<file path="src/rtl/spectrum_pkg.sv">
// spectrum_pkg
// Shared definitions for the spectrum peak-hold block.
//   - DEF_* : default build configuration (32-bit complex words, 32 bins,
//             4-bit bar levels, >>12 magnitude scaling, 4-frame hold)
//   - HALF  : width of each signed real/imaginary half-word
//   - LMAX  : largest representable bar level
//   - CNT_W : width of a per-bin hold counter
//   - state_t : frame sequencer states
package spectrum_pkg;

    localparam int DEF_WIDTH       = 32;
    localparam int DEF_N           = 32;
    localparam int DEF_LEVEL_BITS  = 4;
    localparam int DEF_SHIFT       = 12;
    localparam int DEF_HOLD_FRAMES = 4;

    localparam int HALF  = DEF_WIDTH / 2;
    localparam int LMAX  = (2 ** DEF_LEVEL_BITS) - 1;
    localparam int CNT_W = $clog2(DEF_HOLD_FRAMES + 1);

    typedef enum logic [1:0] {
        IDLE,
        PROC,
        PUBLISH
    } state_t;

endpackage

</file>
<file path="src/rtl/bin_magnitude.sv">
// bin_magnitude
// Converts one complex FFT bin into a saturated bar level.
// Magnitude is approximated as |re| + |im|, scaled down by SHIFT and
// clamped to 2^LEVEL_BITS-1. Purely combinational.
// Ports:
//   re   in  signed WIDTH/2   real part
//   im   in  signed WIDTH/2   imaginary part
//   lvl  out LEVEL_BITS       saturated bar level
module bin_magnitude #(
    parameter int WIDTH      = 32,
    parameter int SHIFT      = 12,
    parameter int LEVEL_BITS = 4
) (
    input  logic signed [WIDTH/2-1:0] re,
    input  logic signed [WIDTH/2-1:0] im,
    output logic        [LEVEL_BITS-1:0] lvl
);

    localparam int HW = WIDTH / 2;
    localparam logic [HW:0] LMAX_EXT = (HW + 1)'((2 ** LEVEL_BITS) - 1);

    logic [HW:0] re_abs;
    logic [HW:0] im_abs;
    logic [HW:0] mag;
    logic [HW:0] scaled;

    // NOTE: every output of a combinational block is assigned on every path,
    // so no latch can be inferred.
    always_comb begin
        // Sign-extend by one bit before negating so that the most negative
        // half-word maps to +2^(HW-1) instead of wrapping.
        re_abs = re[HW-1] ? -{re[HW-1], re} : {re[HW-1], re};
        im_abs = im[HW-1] ? -{im[HW-1], im} : {im[HW-1], im};
        mag    = re_abs + im_abs;
        scaled = mag >> SHIFT;
        lvl    = (scaled > LMAX_EXT) ? LMAX_EXT[LEVEL_BITS-1:0]
                                     : scaled[LEVEL_BITS-1:0];
    end

endmodule

</file>
<file path="src/rtl/spectrum_peak_hold.sv">
// spectrum_peak_hold
// Takes one N-bin FFT frame, converts each bin to a bar level (one bin per
// cycle), applies per-bin peak-hold with timed decay, then publishes all N
// levels at once with a one-cycle levels_valid strobe.
// Build option: define SPECTRUM_PEAK_HOLD_EN to enable peak-hold/decay;
// otherwise the published level is the instantaneous level. Timing is the
// same in both builds (one frame per N+2 cycles).
// Ports:
//   clk           in   clock, all logic on rising edge
//   rst           in   synchronous active-high reset
//   frame_valid   in   frame_in carries a frame this cycle
//   frame_in      in   WIDTH x N, bin-indexed {re, im} words
//   frame_ready   out  high in IDLE (combinational)
//   level         out  LEVEL_BITS x N published levels, registered
//   levels_valid  out  one-cycle strobe when level updates
//   busy          out  inverse of frame_ready
module spectrum_peak_hold
    import spectrum_pkg::*;
#(
    parameter int WIDTH       = DEF_WIDTH,
    parameter int N           = DEF_N,
    parameter int LEVEL_BITS  = DEF_LEVEL_BITS,
    parameter int SHIFT       = DEF_SHIFT,
    parameter int HOLD_FRAMES = DEF_HOLD_FRAMES
) (
    input  logic                  clk,
    input  logic                  rst,
    input  logic                  frame_valid,
    input  logic [WIDTH-1:0]      frame_in [N],
    output logic                  frame_ready,
    output logic [LEVEL_BITS-1:0] level [N],
    output logic                  levels_valid,
    output logic                  busy
);

    localparam int IDX_W = (N > 1) ? $clog2(N) : 1;
    localparam logic [IDX_W-1:0] LAST_IDX = IDX_W'(N - 1);

    if (SHIFT > WIDTH / 2 || HOLD_FRAMES < 0 || N < 2) begin : g_bad_cfg
        $error("spectrum_peak_hold: unsupported parameter combination");
    end

    state_t                state;
    logic [IDX_W-1:0]      idx;
    logic [WIDTH-1:0]      frame_q [N];
    logic [WIDTH-1:0]      cur_word;
    logic [LEVEL_BITS-1:0] lvl;
    logic [LEVEL_BITS-1:0] held [N];

`ifdef SPECTRUM_PEAK_HOLD_EN
    localparam int HOLD_W = (HOLD_FRAMES > 0) ? $clog2(HOLD_FRAMES + 1) : 1;
    localparam logic [HOLD_W-1:0] HOLD_LOAD = HOLD_W'(HOLD_FRAMES);
    logic [HOLD_W-1:0] cnt [N];
`endif

    assign frame_ready = (state == IDLE);
    assign busy        = !frame_ready;
    assign cur_word    = frame_q[idx];

    bin_magnitude #(
        .WIDTH      (WIDTH),
        .SHIFT      (SHIFT),
        .LEVEL_BITS (LEVEL_BITS)
    ) u_mag (
        .re  (cur_word[WIDTH-1:WIDTH/2]),
        .im  (cur_word[WIDTH/2-1:0]),
        .lvl (lvl)
    );

    // NOTE: the frame register is pure payload, only read while PROC walks it
    // after a capture, so it carries no reset.
    always_ff @(posedge clk) begin
        if (frame_ready && frame_valid) begin
            frame_q <= frame_in;
        end
    end

    // NOTE: sequential state uses non-blocking assignments only, so every
    // register samples pre-edge values regardless of statement order.
    always_ff @(posedge clk) begin
        if (rst) begin
            state        <= IDLE;
            idx          <= '0;
            levels_valid <= 1'b0;
            for (int i = 0; i < N; i++) begin
                level[i] <= '0;
                held[i]  <= '0;
`ifdef SPECTRUM_PEAK_HOLD_EN
                cnt[i]   <= '0;
`endif
            end
        end else begin
            levels_valid <= 1'b0;
            unique case (state)
                IDLE: begin
                    if (frame_valid) begin
                        state <= PROC;
                        idx   <= '0;
                    end
                end
                PROC: begin
`ifdef SPECTRUM_PEAK_HOLD_EN
                    // A new peak (or an equal one) restarts the hold timer;
                    // decay only begins once the timer has run out.
                    if (lvl >= held[idx]) begin
                        held[idx] <= lvl;
                        cnt[idx]  <= HOLD_LOAD;
                    end else if (cnt[idx] != '0) begin
                        cnt[idx]  <= cnt[idx] - 1'b1;
                    end else if (held[idx] != '0) begin
                        held[idx] <= held[idx] - 1'b1;
                    end
`else
                    held[idx] <= lvl;
`endif
                    if (idx == LAST_IDX) begin
                        state <= PUBLISH;
                    end else begin
                        idx <= idx + 1'b1;
                    end
                end
                PUBLISH: begin
                    level        <= held;
                    levels_valid <= 1'b1;
                    state        <= IDLE;
                end
                default: state <= IDLE;
            endcase
        end
    end

endmodule

</file>
<file path="config.mk">
export PLATFORM = sky130hd
export DESIGN_NAME = spectrum_peak_hold
export DESIGN_NICKNAME = d
export VERILOG_FILES = /design/src/rtl/spectrum_pkg.sv /design/src/rtl/bin_magnitude.sv /design/src/rtl/spectrum_peak_hold.sv
export SDC_FILE = /design/constraint.sdc
export NUM_CORES = 1
export LEC_CHECK = 0
export CAP_MARGIN = 25
export CORE_AREA = 2 2 446 448
export CTS_BUF_LIST = sky130_fd_sc_hd__clkbuf_4 sky130_fd_sc_hd__clkbuf_8 sky130_fd_sc_hd__clkbuf_16
export DETAILED_ROUTE_END_ITERATION = 10
export DIE_AREA = 0 0 448 450
export HOLD_SLACK_MARGIN = 0.02
export MAX_ROUTING_LAYER = met4
export SYNTH_ARGS = -nofsm -noshare
export SYNTH_HDL_FRONTEND = slang
export SYNTH_SLANG_ARGS = --single-unit
</file>
<file path="constraint.sdc">
create_clock -name clk -period 59.2 [get_ports clk]
set_input_delay 11.84 -clock clk [delete_from_list [all_inputs] [get_ports clk]]
set_output_delay 11.84 -clock clk [all_outputs]
set_load 0.01 [all_outputs]
</file>
==> flow_summary_export.csv <==
group,metric,value,unit
timing,timing_hold_violations_final,0,
power_and_ir_drop,total_power,2.16,mW
critical_path,worstPathCellList,"clkdlybuf4s50_1 -> and2_4 -> buf_12 -> buf_12 -> buf_4",
floorplan,die-area,202000,um2
cells_and_area,nets,5132,
routing,viasPerCell,4.61,
floorplan,fp-row-count,163,
critical_path,ff2ff_path_depth,21,
power_and_ir_drop,pwr_density_cell,31.6,nW/um2
outcome,outcome,"completed",
timing,rsz0062_at_grt,"false",
power_and_ir_drop,peakVddDrop,0.0258,mV
critical_path,crit_fanout,161,
clock_tree,clk_pin_slew_worst_paths,0.06,ns
routing,dr.pass1.iters,8,
cells_and_area,areaGrowthSynthToFinish,39.3,%
cells_and_area,multi_input_comb_area,12200,um2
logic_synthesis,synth_cell_type_count,58,
critical_path,max_stage_delay,0.88,ns
logic_synthesis,yosys_register_bits,1288,
clock_tree,clkSinkCount,1288,
timing,fmax,66.5,MHz
cells_and_area,fin_cells,6885,
grt,antenna_found_initial,76,
timing,drv_slew,0,
logic_synthesis,synth_cells,2917,
clock_tree,ctsLongestPathBuffers,3,
worst_hold_path,hold_path_depth,2,
floorplan,die_h,450,um
clock_tree,clock_latency,0.81,ns
clock_tree,ctsHoldBuffers,0,
logic_synthesis,synth_most_common_cell,"edfxtp_1",
floorplan,design.portCount,1158,
grt,grt_max_degree,180,
routing,drt-initial-drc-count,3234,
logic_synthesis,yosys-top-cells-count,"edfxtp_1, nand2_1, dfxtp_1, mux4_2, a21oi_1",
worst_hold_path,min_to,"level[39]",
critical_path,crit_path_end_kind,"flip-flop",
grt,grtUsageTotal,18.9,%
timing,finalSetupTns,0,ns
timing,worst_pin_slew,1.14,ns
critical_path,startpoint_type,"input pin",
critical_path,critPathArrivalTime,15.44,ns
timing,setup_violations,0,
placement,place_inst,6576,
logic_synthesis,synth_top_cell_by_area,"edfxtp_1",
power_and_ir_drop,p_leak,21.9,nW
timing,finalCritPeriodShare,25.4,%
grt,first_global_vias,32200,
clock_tree,post-cts-setup-buffer-count,0,
logic_synthesis,synthArstFlopShare,0,%
grt,grt_overflow,0,
cells_and_area,fillerInstances,18800,
timing,layout_min_cycle_time,15.04,ns
routing,postRouteAntennaNets,0,
placement,globalplace.congestion,0.877,
grt,grt_pass1_wl,255000,um
timing,clock_skew,0.0334,ns
logic_synthesis,synth_top_area_share,62.6,%
clock_tree,clockRootBuffer,"clkbuf_16",
critical_path,cp_common_cell,"buf_12",
logic_synthesis,syn-num-nets,3966,
critical_path,critPathSlowestCell,"buf_4",
placement,port_buffers,1157,
clock_tree,tritoncts,"done",
placement,dp_hpwl,141000,um
critical_path,r2r_slack,49.54,ns
logic_synthesis,synthTopCellsByArea,"edfxtp_1, mux4_2, dfxtp_1",
floorplan,die_x,448,um
cells_and_area,drive_above_1_share,13.3,%
critical_path,required,59.60,ns
critical_path,path_class,"in -> reg",
worst_hold_path,hold_start,"held[39]",
worst_hold_path,hp-class,"reg -> reg",
routing,routedWlPerCell,27.6,um
logic_synthesis,syn_area,49100,um2
routing,vias,31700,
critical_path,reg2reg_from,"idx[0]",
logic_synthesis,synth-main-ff-cell,"edfxtp_1",
logic_synthesis,ys_warn_count,0,
timing,relSlewSlack,24.2,%
flow_run,maxCapViolCount,0,
floorplan,core,197000,um2
logic_synthesis,synth_edf_count,1024,
routing,drc,0,
floorplan,initial_utilization,25.0,%
logic_synthesis,synth_area_per_cell,16.8,um2
clock_tree,htreeDepth,4,
clock_tree,ctsResizeCount,0,
critical_path,r2r_end,"held[79]",
logic_synthesis,ys_seq_area_share,73.3,%
cells_and_area,seq_area,36000,um2
clock_tree,numCtsBuffers,144,
routing,drt-total-wl,190000,um
placed cells by master, fill, tap and decap left out, types with 21 or more instances in the layout:
| cell type | synthesis | layout |
|---|---|---|
| clkdlybuf4s50_1 | 0 | 1156 |
| mux4_2 | 240 | 240 |
| ha_1 | 22 | 21 |
| xnor2_1 | 22 | 22 |
| o21ai_0 | 123 | 123 |
| o22ai_1 | 24 | 24 |
| edfxtp_1 | 1024 | 1024 |
| clkbuf_16 | 0 | 147 |
| a21oi_1 | 170 | 170 |
| diode_2 | 0 | 53 |
| nor2_1 | 48 | 48 |
| mux2i_1 | 34 | 34 |
| a2111oi_0 | 32 | 32 |
| a22oi_1 | 114 | 114 |
| nand4_1 | 25 | 25 |
| nand3_1 | 70 | 70 |
| nand2_1 | 311 | 311 |
| buf_4 | 14 | 53 |
| a211oi_1 | 34 | 34 |
| clkbuf_4 | 0 | 24 |
| dfxtp_1 | 264 | 262 |
| nor3_1 | 39 | 38 |
| clkinv_1 | 0 | 28 |
power breakdown:
group | leakage [nW] | internal [mW] | switching [mW]
registers | 11.9 | 1.03 | 0.0153
logic | 7.60 | 0.109 | 0.118
clock network | 2.33 | 0.514 | 0.375
total | 21.9 | 1.66 | 0.508
final cells by class:
class / count / area share (%)
Timing Repair Buffer: 1213 / 17.6
Multi-Input combinational cell: 1420 / 17.8
Antenna cell: 53 / 0.194
Sequential cell: 1288 / 52.7
Clock inverter: 71 / 0.908
Tap cell: 2640 / 4.83
Inverter: 16 / 0.0914
Clock buffer: 184 / 5.90
registers in the layout, summed over array words and instances, names as in the netlist:
signal        count
frame_q        1024
held            128
level           128
idx               5
state             2
levels_valid      1
how the worst max path moves through the flow:
| stage | startpoint | to | cells after the start |
|---|---|---|---|
| after floorplan | frame_valid | idx[0] | 4 |
| after global placement | frame_valid | frame_q[518] | 5 |
| after detailed placement | frame_valid | frame_q[277] | 5 |
| after CTS | frame_valid | frame_q[806] | 5 |
| after global routing | frame_valid | frame_q[972] | 5 |
| final | frame_valid | frame_q[908] | 5 |
metal layers:
layer | part of all wire (%) | GRT usage (%) | up-vias
met4 | 2.3 | 5.39 | 0
met5 | 0 | - | -
met1 | 39 | 22.5 | 16000
met2 | 50 | 31.1 | 1503
li1 | - | - | 14000
met3 | 8.5 | 5.32 | 240
cell families after synthesis:
kind of cell	share of synthesized area, %
flip-flops	73.3
AND/OR/NAND/NOR	5.08
AO/OA/AOI/OAI	6.78
multiplexers	11.7
buffers and inverters	2.01
XOR/XNOR	0.481
adder cells (fa/ha/maj)	0.560
critical path, delay by kind of cell:
kind,cells,cell delay (ns)
buffers and inverters,4,2.50
and+or+nand+nor,1,0.60
per-stage QoR:
stage / cell area [um2] / utilization (%) / setup WS (ns) / hold WS (ns)
after floorplan: 49100 / - / 21.30 / 0.429
after global placement: 63600 / 32.4 / 43.25 / 0.435
after detailed placement: 63600 / 32.4 / 43.12 / 0.439
after CTS: 68300 / 34.7 / 44.02 / 0.446
after global routing: 68400 / 34.8 / 43.90 / 0.467
final: 68500 / 34.8 / 44.16 / 0.448
No activity file was read; power rests on OpenSTA's default activity.
